**config.mk**
```make
export PLATFORM = sky130hd
export DESIGN_NAME = mips_cpu_bus_ctrl_flat
export DESIGN_NICKNAME = d
export VERILOG_FILES = /design/src/rtl/mips_cpu_bus_ctrl_pkg.sv /design/src/rtl/mips_cpu_bus_ctrl_if.sv /design/src/rtl/mips_cpu_bus_ctrl_lane.sv /design/src/rtl/mips_cpu_bus_ctrl.sv /design/src/flat_wrapper.sv
export SDC_FILE = /design/constraint.sdc
export NUM_CORES = 1
export LEC_CHECK = 0
export BUFFER_PORTS_ARGS = -buffer_cell sky130_fd_sc_hd__buf_4
export CAP_MARGIN = 20
export CORE_MARGIN = 2
export CORE_UTILIZATION = 49
export DETAILED_ROUTE_END_ITERATION = 12
export GPL_ROUTABILITY_DRIVEN = 0
export PLACE_DENSITY = 0.85
export SETUP_SLACK_MARGIN = 0.4
export SYNTH_ARGS = -nofsm -noshare
export SYNTH_HDL_FRONTEND = slang
export SYNTH_HIERARCHICAL = 1
export SYNTH_SLANG_ARGS = --single-unit
```
**constraint.sdc**
```tcl
create_clock -name clk -period 4 [get_ports clk]
set_input_delay 1 -clock clk [delete_from_list [all_inputs] [get_ports clk]]
set_output_delay 1 -clock clk [all_outputs]
set_load 0.02 [all_outputs]
```
**src/rtl/mips_cpu_bus_ctrl_pkg.sv**
```systemverilog
// Shared types for the MIPS bus controller: access sizes, FSM states, grant owner.
// Pure declarations; no logic, no latency.
package mips_cpu_bus_ctrl_pkg;

    typedef enum logic [1:0] {
        BYTE = 2'b00,
        HALF = 2'b01,
        WORD = 2'b10
    } access_size_t;

    typedef enum logic [1:0] {
        IDLE = 2'b00,
        BUS  = 2'b01,
        RESP = 2'b10
    } bus_state_t;

    typedef enum logic {
        FETCH = 1'b0,
        DATA  = 1'b1
    } grant_t;

    localparam int BUS_ADDR_W = 32;
    localparam int BUS_DATA_W = 32;

endpackage

```
**src/rtl/mips_cpu_bus_ctrl_if.sv**
```systemverilog
// Core-side request/response and Avalon-MM master signals of the bus controller.
// master = the controller itself; slave = core plus memory environment.
interface mips_cpu_bus_ctrl_if #(
    parameter int ADDR_W = 32,
    parameter int DATA_W = 32
);
    logic              if_req;
    logic [ADDR_W-1:0] if_addr;
    logic              if_done;
    logic [DATA_W-1:0] if_rdata;

    logic              d_req;
    logic              d_we;
    logic [1:0]        d_size;
    logic              d_signed;
    logic [ADDR_W-1:0] d_addr;
    logic [DATA_W-1:0] d_wdata;
    logic              d_done;
    logic [DATA_W-1:0] d_rdata;
    logic              d_err;
    logic              busy;

    logic [ADDR_W-1:0]   address;
    logic                read;
    logic                write;
    logic                waitrequest;
    logic [DATA_W-1:0]   writedata;
    logic [DATA_W/8-1:0] byteenable;
    logic [DATA_W-1:0]   readdata;

    modport master (
        input  if_req, if_addr, d_req, d_we, d_size, d_signed, d_addr, d_wdata,
        input  waitrequest, readdata,
        output if_done, if_rdata, d_done, d_rdata, d_err, busy,
        output address, read, write, writedata, byteenable
    );

    modport slave (
        output if_req, if_addr, d_req, d_we, d_size, d_signed, d_addr, d_wdata,
        output waitrequest, readdata,
        input  if_done, if_rdata, d_done, d_rdata, d_err, busy,
        input  address, read, write, writedata, byteenable
    );
endinterface

```
**src/rtl/mips_cpu_bus_ctrl_lane.sv**
```systemverilog
// Byte-lane steering: byteenable, replicated writedata, misalign flag, extended load data.
// Purely combinational, zero latency, no backpressure.
import mips_cpu_bus_ctrl_pkg::*;

module mips_cpu_bus_lane (
    input  access_size_t i_size,
    input  logic         i_signed,
    input  logic [1:0]   i_lo,
    input  logic [31:0]  i_wdata,
    input  logic [31:0]  i_rdata,
    output logic [3:0]   o_be,
    output logic [31:0]  o_wdata,
    output logic         o_misalign,
    output logic [31:0]  o_rdata
);
    logic [7:0]  w_byte;
    logic [15:0] w_half;

    assign w_byte = i_rdata[{i_lo, 3'b000} +: 8];
    assign w_half = i_lo[1] ? i_rdata[31:16] : i_rdata[15:0];

    always_comb begin
        o_be       = 4'b1111;
        o_wdata    = i_wdata;
        o_misalign = 1'b0;
        o_rdata    = i_rdata;
        case (i_size)
            BYTE: begin
                o_be    = 4'b0001 << i_lo;
                o_wdata = {4{i_wdata[7:0]}};
                o_rdata = {{24{i_signed & w_byte[7]}}, w_byte};
            end
            HALF: begin
                o_be       = i_lo[1] ? 4'b1100 : 4'b0011;
                o_wdata    = {2{i_wdata[15:0]}};
                o_misalign = i_lo[0];
                o_rdata    = {{16{i_signed & w_half[15]}}, w_half};
            end
            default: begin
                o_misalign = (i_lo != 2'b00);
            end
        endcase
    end
endmodule

```
**src/rtl/mips_cpu_bus_ctrl.sv**
```systemverilog
// Round-robin fetch/data arbiter driving one Avalon-MM master; done at N+2 plus waitrequest cycles.
// Holds the bus stable under waitrequest; optional abort via MIPS_BUS_TIMEOUT_EN.
import mips_cpu_bus_ctrl_pkg::*;

module mips_cpu_bus_ctrl #(
    parameter int ADDR_W         = 32,
    parameter int DATA_W         = 32,
    parameter int TIMEOUT_CYCLES = 1024
) (
    input  logic               clk,
    input  logic               reset,
    mips_cpu_bus_ctrl_if.master bus
);
    bus_state_t        r_state, w_state_nxt;
    grant_t            r_grant, r_last_grant, w_grant;
    logic              w_any, w_sel_we, w_sel_signed, w_timeout, w_if_done, w_d_done;
    access_size_t      w_sel_size, w_lane_size;
    logic [ADDR_W-1:0] w_sel_addr;
    logic [DATA_W-1:0] w_sel_wdata;

    logic [ADDR_W-3:0] r_addr_hi;
    logic [1:0]        r_lo;
    access_size_t      r_size;
    logic              r_signed, r_read, r_write, r_err;
    logic [DATA_W-1:0] r_wdata, r_resp;
    logic [3:0]        r_be;

    logic [3:0]        w_be;
    logic [DATA_W-1:0] w_wdata, w_ext;
    logic              w_misalign;

    // Fetch wins when alone, or when data was served last.
    assign w_any        = bus.if_req | bus.d_req;
    assign w_grant      = (bus.if_req && (!bus.d_req || r_last_grant == DATA)) ? FETCH : DATA;
    assign w_sel_we     = (w_grant == DATA) & bus.d_we;
    assign w_sel_size   = (w_grant == FETCH) ? WORD : access_size_t'(bus.d_size);
    assign w_sel_signed = (w_grant == DATA) & bus.d_signed;
    assign w_sel_addr   = (w_grant == FETCH) ? bus.if_addr : bus.d_addr;
    assign w_sel_wdata  = (w_grant == FETCH) ? '0 : bus.d_wdata;

    // One lane unit serves both phases: request steering in IDLE, load extension in BUS.
    assign w_lane_size = (r_state == IDLE) ? w_sel_size : r_size;

    mips_cpu_bus_lane u_lane (
        .i_size     (w_lane_size),
        .i_signed   ((r_state == IDLE) ? w_sel_signed : r_signed),
        .i_lo       ((r_state == IDLE) ? w_sel_addr[1:0] : r_lo),
        .i_wdata    (w_sel_wdata),
        .i_rdata    (bus.readdata),
        .o_be       (w_be),
        .o_wdata    (w_wdata),
        .o_misalign (w_misalign),
        .o_rdata    (w_ext)
    );

`ifdef MIPS_BUS_TIMEOUT_EN
    localparam int TO_W = $clog2(TIMEOUT_CYCLES + 1);
    logic [TO_W-1:0] r_to_cnt;

    always_ff @(posedge clk) begin
        if (reset || r_state != BUS) begin
            r_to_cnt <= '0;
        end else if (bus.waitrequest) begin
            r_to_cnt <= r_to_cnt + 1'b1;
        end
    end

    assign w_timeout = (r_state == BUS) && bus.waitrequest &&
                       (r_to_cnt == TO_W'(TIMEOUT_CYCLES - 1));
`else
    assign w_timeout = 1'b0;
`endif

    always_comb begin
        w_state_nxt = r_state;
        case (r_state)
            IDLE:    if (w_any) w_state_nxt = w_misalign ? RESP : BUS;
            BUS:     if (!bus.waitrequest || w_timeout) w_state_nxt = RESP;
            RESP:    w_state_nxt = IDLE;
            default: w_state_nxt = IDLE;
        endcase
    end

    always_ff @(posedge clk) begin
        if (reset) begin
            r_state      <= IDLE;
            r_grant      <= FETCH;
            r_last_grant <= DATA;
            r_addr_hi    <= '0;
            r_lo         <= '0;
            r_size       <= BYTE;
            r_signed     <= 1'b0;
            r_read       <= 1'b0;
            r_write      <= 1'b0;
            r_err        <= 1'b0;
            r_wdata      <= '0;
            r_resp       <= '0;
            r_be         <= '0;
        end else begin
            r_state <= w_state_nxt;
            case (r_state)
                IDLE: if (w_any) begin
                    r_grant      <= w_grant;
                    r_last_grant <= w_grant;
                    r_addr_hi    <= w_sel_addr[ADDR_W-1:2];
                    r_lo         <= w_sel_addr[1:0];
                    r_size       <= w_sel_size;
                    r_signed     <= w_sel_signed;
                    r_be         <= w_be;
                    r_wdata      <= w_wdata;
                    r_resp       <= '0;
                    r_err        <= w_misalign && (w_grant == DATA);
                    r_read       <= !w_misalign && !w_sel_we;
                    r_write      <= !w_misalign && w_sel_we;
                end
                BUS: if (!bus.waitrequest) begin
                    r_read  <= 1'b0;
                    r_write <= 1'b0;
                    r_resp  <= r_write ? '0 : w_ext;
                end else if (w_timeout) begin
                    r_read  <= 1'b0;
                    r_write <= 1'b0;
                    r_resp  <= '0;
                    r_err   <= (r_grant == DATA);
                end
                default: ;
            endcase
        end
    end

    assign w_if_done      = (r_state == RESP) && (r_grant == FETCH);
    assign w_d_done       = (r_state == RESP) && (r_grant == DATA);
    assign bus.if_done    = w_if_done;
    assign bus.d_done     = w_d_done;
    assign bus.if_rdata   = w_if_done ? r_resp : '0;
    assign bus.d_rdata    = w_d_done ? r_resp : '0;
    assign bus.d_err      = w_d_done & r_err;
    assign bus.busy       = (r_state != IDLE);
    assign bus.address    = {r_addr_hi, 2'b00};
    assign bus.read       = r_read;
    assign bus.write      = r_write;
    assign bus.writedata  = r_wdata;
    assign bus.byteenable = r_be;
endmodule

```
**src/flat_wrapper.sv**
```systemverilog
// flat-port wrapper written by rule: the top's interface ports become plain ports
module mips_cpu_bus_ctrl_flat 
#(
    parameter int ADDR_W         = 32,
    parameter int DATA_W         = 32,
    parameter int TIMEOUT_CYCLES = 1024
)
  (clk, reset, bus_if_req, bus_if_addr, bus_d_req, bus_d_we, bus_d_size, bus_d_signed, bus_d_addr, bus_d_wdata, bus_waitrequest, bus_readdata, bus_if_done, bus_if_rdata, bus_d_done, bus_d_rdata, bus_d_err, bus_busy, bus_address, bus_read, bus_write, bus_writedata, bus_byteenable);
  mips_cpu_bus_ctrl_if #(.ADDR_W(ADDR_W), .DATA_W(DATA_W)) bus_i ();
  input  logic clk;
  input  logic reset;
  input wire logic [$bits(bus_i.if_req)-1:0] bus_if_req;
  input wire logic [$bits(bus_i.if_addr)-1:0] bus_if_addr;
  input wire logic [$bits(bus_i.d_req)-1:0] bus_d_req;
  input wire logic [$bits(bus_i.d_we)-1:0] bus_d_we;
  input wire logic [$bits(bus_i.d_size)-1:0] bus_d_size;
  input wire logic [$bits(bus_i.d_signed)-1:0] bus_d_signed;
  input wire logic [$bits(bus_i.d_addr)-1:0] bus_d_addr;
  input wire logic [$bits(bus_i.d_wdata)-1:0] bus_d_wdata;
  input wire logic [$bits(bus_i.waitrequest)-1:0] bus_waitrequest;
  input wire logic [$bits(bus_i.readdata)-1:0] bus_readdata;
  output wire logic [$bits(bus_i.if_done)-1:0] bus_if_done;
  output wire logic [$bits(bus_i.if_rdata)-1:0] bus_if_rdata;
  output wire logic [$bits(bus_i.d_done)-1:0] bus_d_done;
  output wire logic [$bits(bus_i.d_rdata)-1:0] bus_d_rdata;
  output wire logic [$bits(bus_i.d_err)-1:0] bus_d_err;
  output wire logic [$bits(bus_i.busy)-1:0] bus_busy;
  output wire logic [$bits(bus_i.address)-1:0] bus_address;
  output wire logic [$bits(bus_i.read)-1:0] bus_read;
  output wire logic [$bits(bus_i.write)-1:0] bus_write;
  output wire logic [$bits(bus_i.writedata)-1:0] bus_writedata;
  output wire logic [$bits(bus_i.byteenable)-1:0] bus_byteenable;
  assign bus_i.if_req = bus_if_req;
  assign bus_i.if_addr = bus_if_addr;
  assign bus_i.d_req = bus_d_req;
  assign bus_i.d_we = bus_d_we;
  assign bus_i.d_size = bus_d_size;
  assign bus_i.d_signed = bus_d_signed;
  assign bus_i.d_addr = bus_d_addr;
  assign bus_i.d_wdata = bus_d_wdata;
  assign bus_i.waitrequest = bus_waitrequest;
  assign bus_i.readdata = bus_readdata;
  assign bus_if_done = bus_i.if_done;
  assign bus_if_rdata = bus_i.if_rdata;
  assign bus_d_done = bus_i.d_done;
  assign bus_d_rdata = bus_i.d_rdata;
  assign bus_d_err = bus_i.d_err;
  assign bus_busy = bus_i.busy;
  assign bus_address = bus_i.address;
  assign bus_read = bus_i.read;
  assign bus_write = bus_i.write;
  assign bus_writedata = bus_i.writedata;
  assign bus_byteenable = bus_i.byteenable;
  mips_cpu_bus_ctrl #(.ADDR_W(ADDR_W), .DATA_W(DATA_W), .TIMEOUT_CYCLES(TIMEOUT_CYCLES)) u_core (.clk(clk), .reset(reset), .bus(bus_i));
endmodule
```
==> summary.txt <==
Run status
  – Outcome: completed

Routing
  – Met1 WL: a little under 9000 um
  – WL/cell: 17.5 um
  – DR WL met3: about 1800 um
  – DRC viols: 0
  – Vias/cell: approximately 5.8
  – Max layer used: met4
  – Drt pass-1 iters: 5
  – 1st-iter DRT viols: 506
  – Via count: 7145
  – Routed wire length: 21600 um
  – Met2 WL post-DR: 10400 um
  – DRT antenna net count: 0

CTS
  – Worst-Skew Late Latency: ~0.36 ns
  – Clk root buf: clkbuf_16
  – Clock transition at path regs: around 0.070 ns
  – CTS Buf Count: 9
  – Cells resized by post-CTS repair: 0
  – Number of setup buffers added after CTS: 0
  – CTS tree: yes
  – Clk buf depth: 2
  – Clock sinks: 110
  – Post-CTS Hold Buffers: 0
  – H-tree depth: 3

Timing
  – Final Skew: 0.00825 ns
  – Setup-failing EPs final: 0
  – Worst-margin pin slew: between 0.9 and 1 ns
  – Fin crit share: 0.802
  – RSZ-0062 raised after global routing: false
  – Crit path time final: about 3.2 ns
  – FMAX: ~310 MHz
  – Fin. max-slew vios: 0
  – Fin. Hold Viols: 0
  – Final hold slack: 0.468 ns
  – Setup Total Neg Slack: 0 ns
  – Relative slew margins: 0.390
  – Setup ws final: 0.790 ns

Min path
  – HP Class: reg2reg

Finish
  – Share of cells above drive strength 1: 0.328
  – ANT cells: 0
  – Util after Layout: 0.671
  – Final nets: 1194
  – Fillers: 1163
  – Synth-to-layout area growth: 34.0%

Worst setup path
  – Critical path arrival: between 3 and 4 ns
  – Crit Path Category: reg2reg
  – CP startpoint kind: flop
  – Critical Path RT: around 4.3 ns
  – Worst Path Max Fanout: 24
  – CP Capture Type: flop

Synthesis
  – Cell taking the most area after synthesis: dfxtp_1
  – Number of synthesized register bits: 110
  – Asr flop ratio synth: 0
  – Post-synth EDFFs: 0
  – Syn Inst Count: approximately 850
  – Ranking of synthesized cells by area: dfxtp_1 33%, and2_1 9.2%, a21oi_1 8.3%
  – Sequential cell area fraction in the yosys report: 0.334
  – Mapped Avg Cell Area: 7.77 um^2
  – Area share of the leading cell type in the synthesized netlist: 0.334
  – Warnings from Yosys: 6
  – Post-synthesis cell type count: 47
  – Synth Cell Area: 0.00660 mm^2
  – Main flop type after synthesis: dfxtp_1

Global route
  – Vias in the first global route: 6590
  – Total GRT Usage: 0.291
  – Grt ovf: 0
  – First-pass GRT wire length: 33900 um
  – Pin count of the biggest net entering global routing: 62
  – Initial antenna violation count: 0

Die
  – Initial Util: 0.500
  – Die width: 120 um
  – Die ar.: between 0.01 and 0.015 mm^2
  – Rows: 42
  – Core area: around 0.013 mm^2
  – IO Pins: approximately 280
  – Die Y: around 120 um

Pwr
  – Worst VDD drop: 344 uV
  – PD cells: 582 mW/mm^2
  – Leak: 3.85 nW

Place
  – Pre-CTS setup slack: a little under 0.5 ns
  – PortBufs: 272
  – Post-detail-place hpwl: about 15000 um

Job
  – Max Cap Viol: 0
## registers in the layout, indices dropped and copies added, names as in the netlist, 2 cells and up
signal                 count
u_core/r_resp             32
u_core/r_state             2
u_core/r_size              2
u_core/bus.byteenable      4
u_core/r_addr_hi          30
u_core/r_lo                2
u_core/bus.writedata      32
## metrics by stage
stage | cell area, um^2 | power, W | cells
6_report | 8850 | 0.00515 | 1238
4_1_cts | 8850 | 0.00513 | 1238
5_1_grt | 8850 | 0.00544 | 1238
2_1_floorplan | 6600 | 0.00342 | 850
3_5_place_dp | 8560 | 0.00426 | 1222
3_3_place_gp | 8560 | 0.00422 | 1222
## Yosys cell counts (2+ instances only)
cell       instances
a311oi_1          32
o21ai_0           93
clkbuf_1          43
and3b_1            8
nor2_4             2
a32o_1             2
nor2_2             2
buf_2             32
buf_1              4
mux2i_1           47
a31oi_1            3
buf_6              4
a221o_1            7
nand3_1           77
nor2_1            13
o2111ai_1          3
buf_4             15
o21bai_1           4
nor2b_1           11
nor3_1             5
a21oi_1          110
nand2_1           84
inv_1              2
buf_8              3
mux2_2            16
and2_1            97
dfxtp_1          110
## metal layers
layer,track usage,vias up
met5,0,-
met4,0.113,0
met3,0.0618,45
met2,0.477,350
met1,0.373,3347
li1,-,3403
## path summary, 6_finish.rpt
| path | endpoint | slack [ns] | from | cells after the start |
|---|---|---|---|---|
| worst max-delay path | u_core/r_resp[1] | 0.79 | u_core/r_state[0] | 9 |
| worst min-delay path | u_core/r_resp[17] | 0.47 | u_core/r_resp[17] | 2 |
| worst max register to register | u_core/r_resp[1] | 0.79 | u_core/r_state[0] | 9 |
| worst min register to register | u_core/r_resp[17] | 0.47 | u_core/r_resp[17] | 2 |
## kinds of logic (layout without fill, tap and decap cells)
kind of cell,count (synthesis),after routing,share of synthesized area
flip-flops,110,110,0.334
other,1,2,0.000568
AO/OA/AOI/OAI,258,258,0.226
AND/OR/NAND/NOR,309,309,0.250
multiplexers,65,65,0.104
buffers and inverters,106,318,0.0847
## final cells by class
cell class	count	area (um^2)	share of cell area
clock buffer	9	225	0.0255
inverter	4	15.0	0.00170
multi-input combinational	634	3890	0.440
timing repair buffer	298	2240	0.253
tap	176	220	0.0249
clock inverter	7	57.6	0.00651
sequential	110	2200	0.249
## cell usage in the layout (no fill, tap or decap), drive strengths merged, types with 3 or more instances in the layout
cell type  count
a21oi        111
a221o          7
a311oi        32
a31oi          3
and2          97
and3b          8
buf          298
clkbuf         9
clkinvlp       3
dfxtp        110
inv            6
mux2          17
mux2i         47
nand2         85
nand3         77
nor2          17
nor2b         11
nor3           5
o2111ai        3
o21ai         94
o21bai         4
## worst max-delay path, stage by stage (launching register included)
cell     delay [ns]
dfxtp_1        0.43
nor2_4         0.54
inv_2          0.32
o21ai_2        0.20
buf_4          0.32
nor2b_1        0.12
nor3_1         0.71
a221o_1        0.28
nand2_1        0.06
mux2i_1        0.13
## report_power, final
group | leakage [nW] | switching, W | internal (W)
clock | 0.129 | 0.000446 | 0.000431
combinational | 2.82 | 0.00160 | 0.00108
sequential | 0.901 | 0.000189 | 0.00140
(Power assumes the default switching activity.)
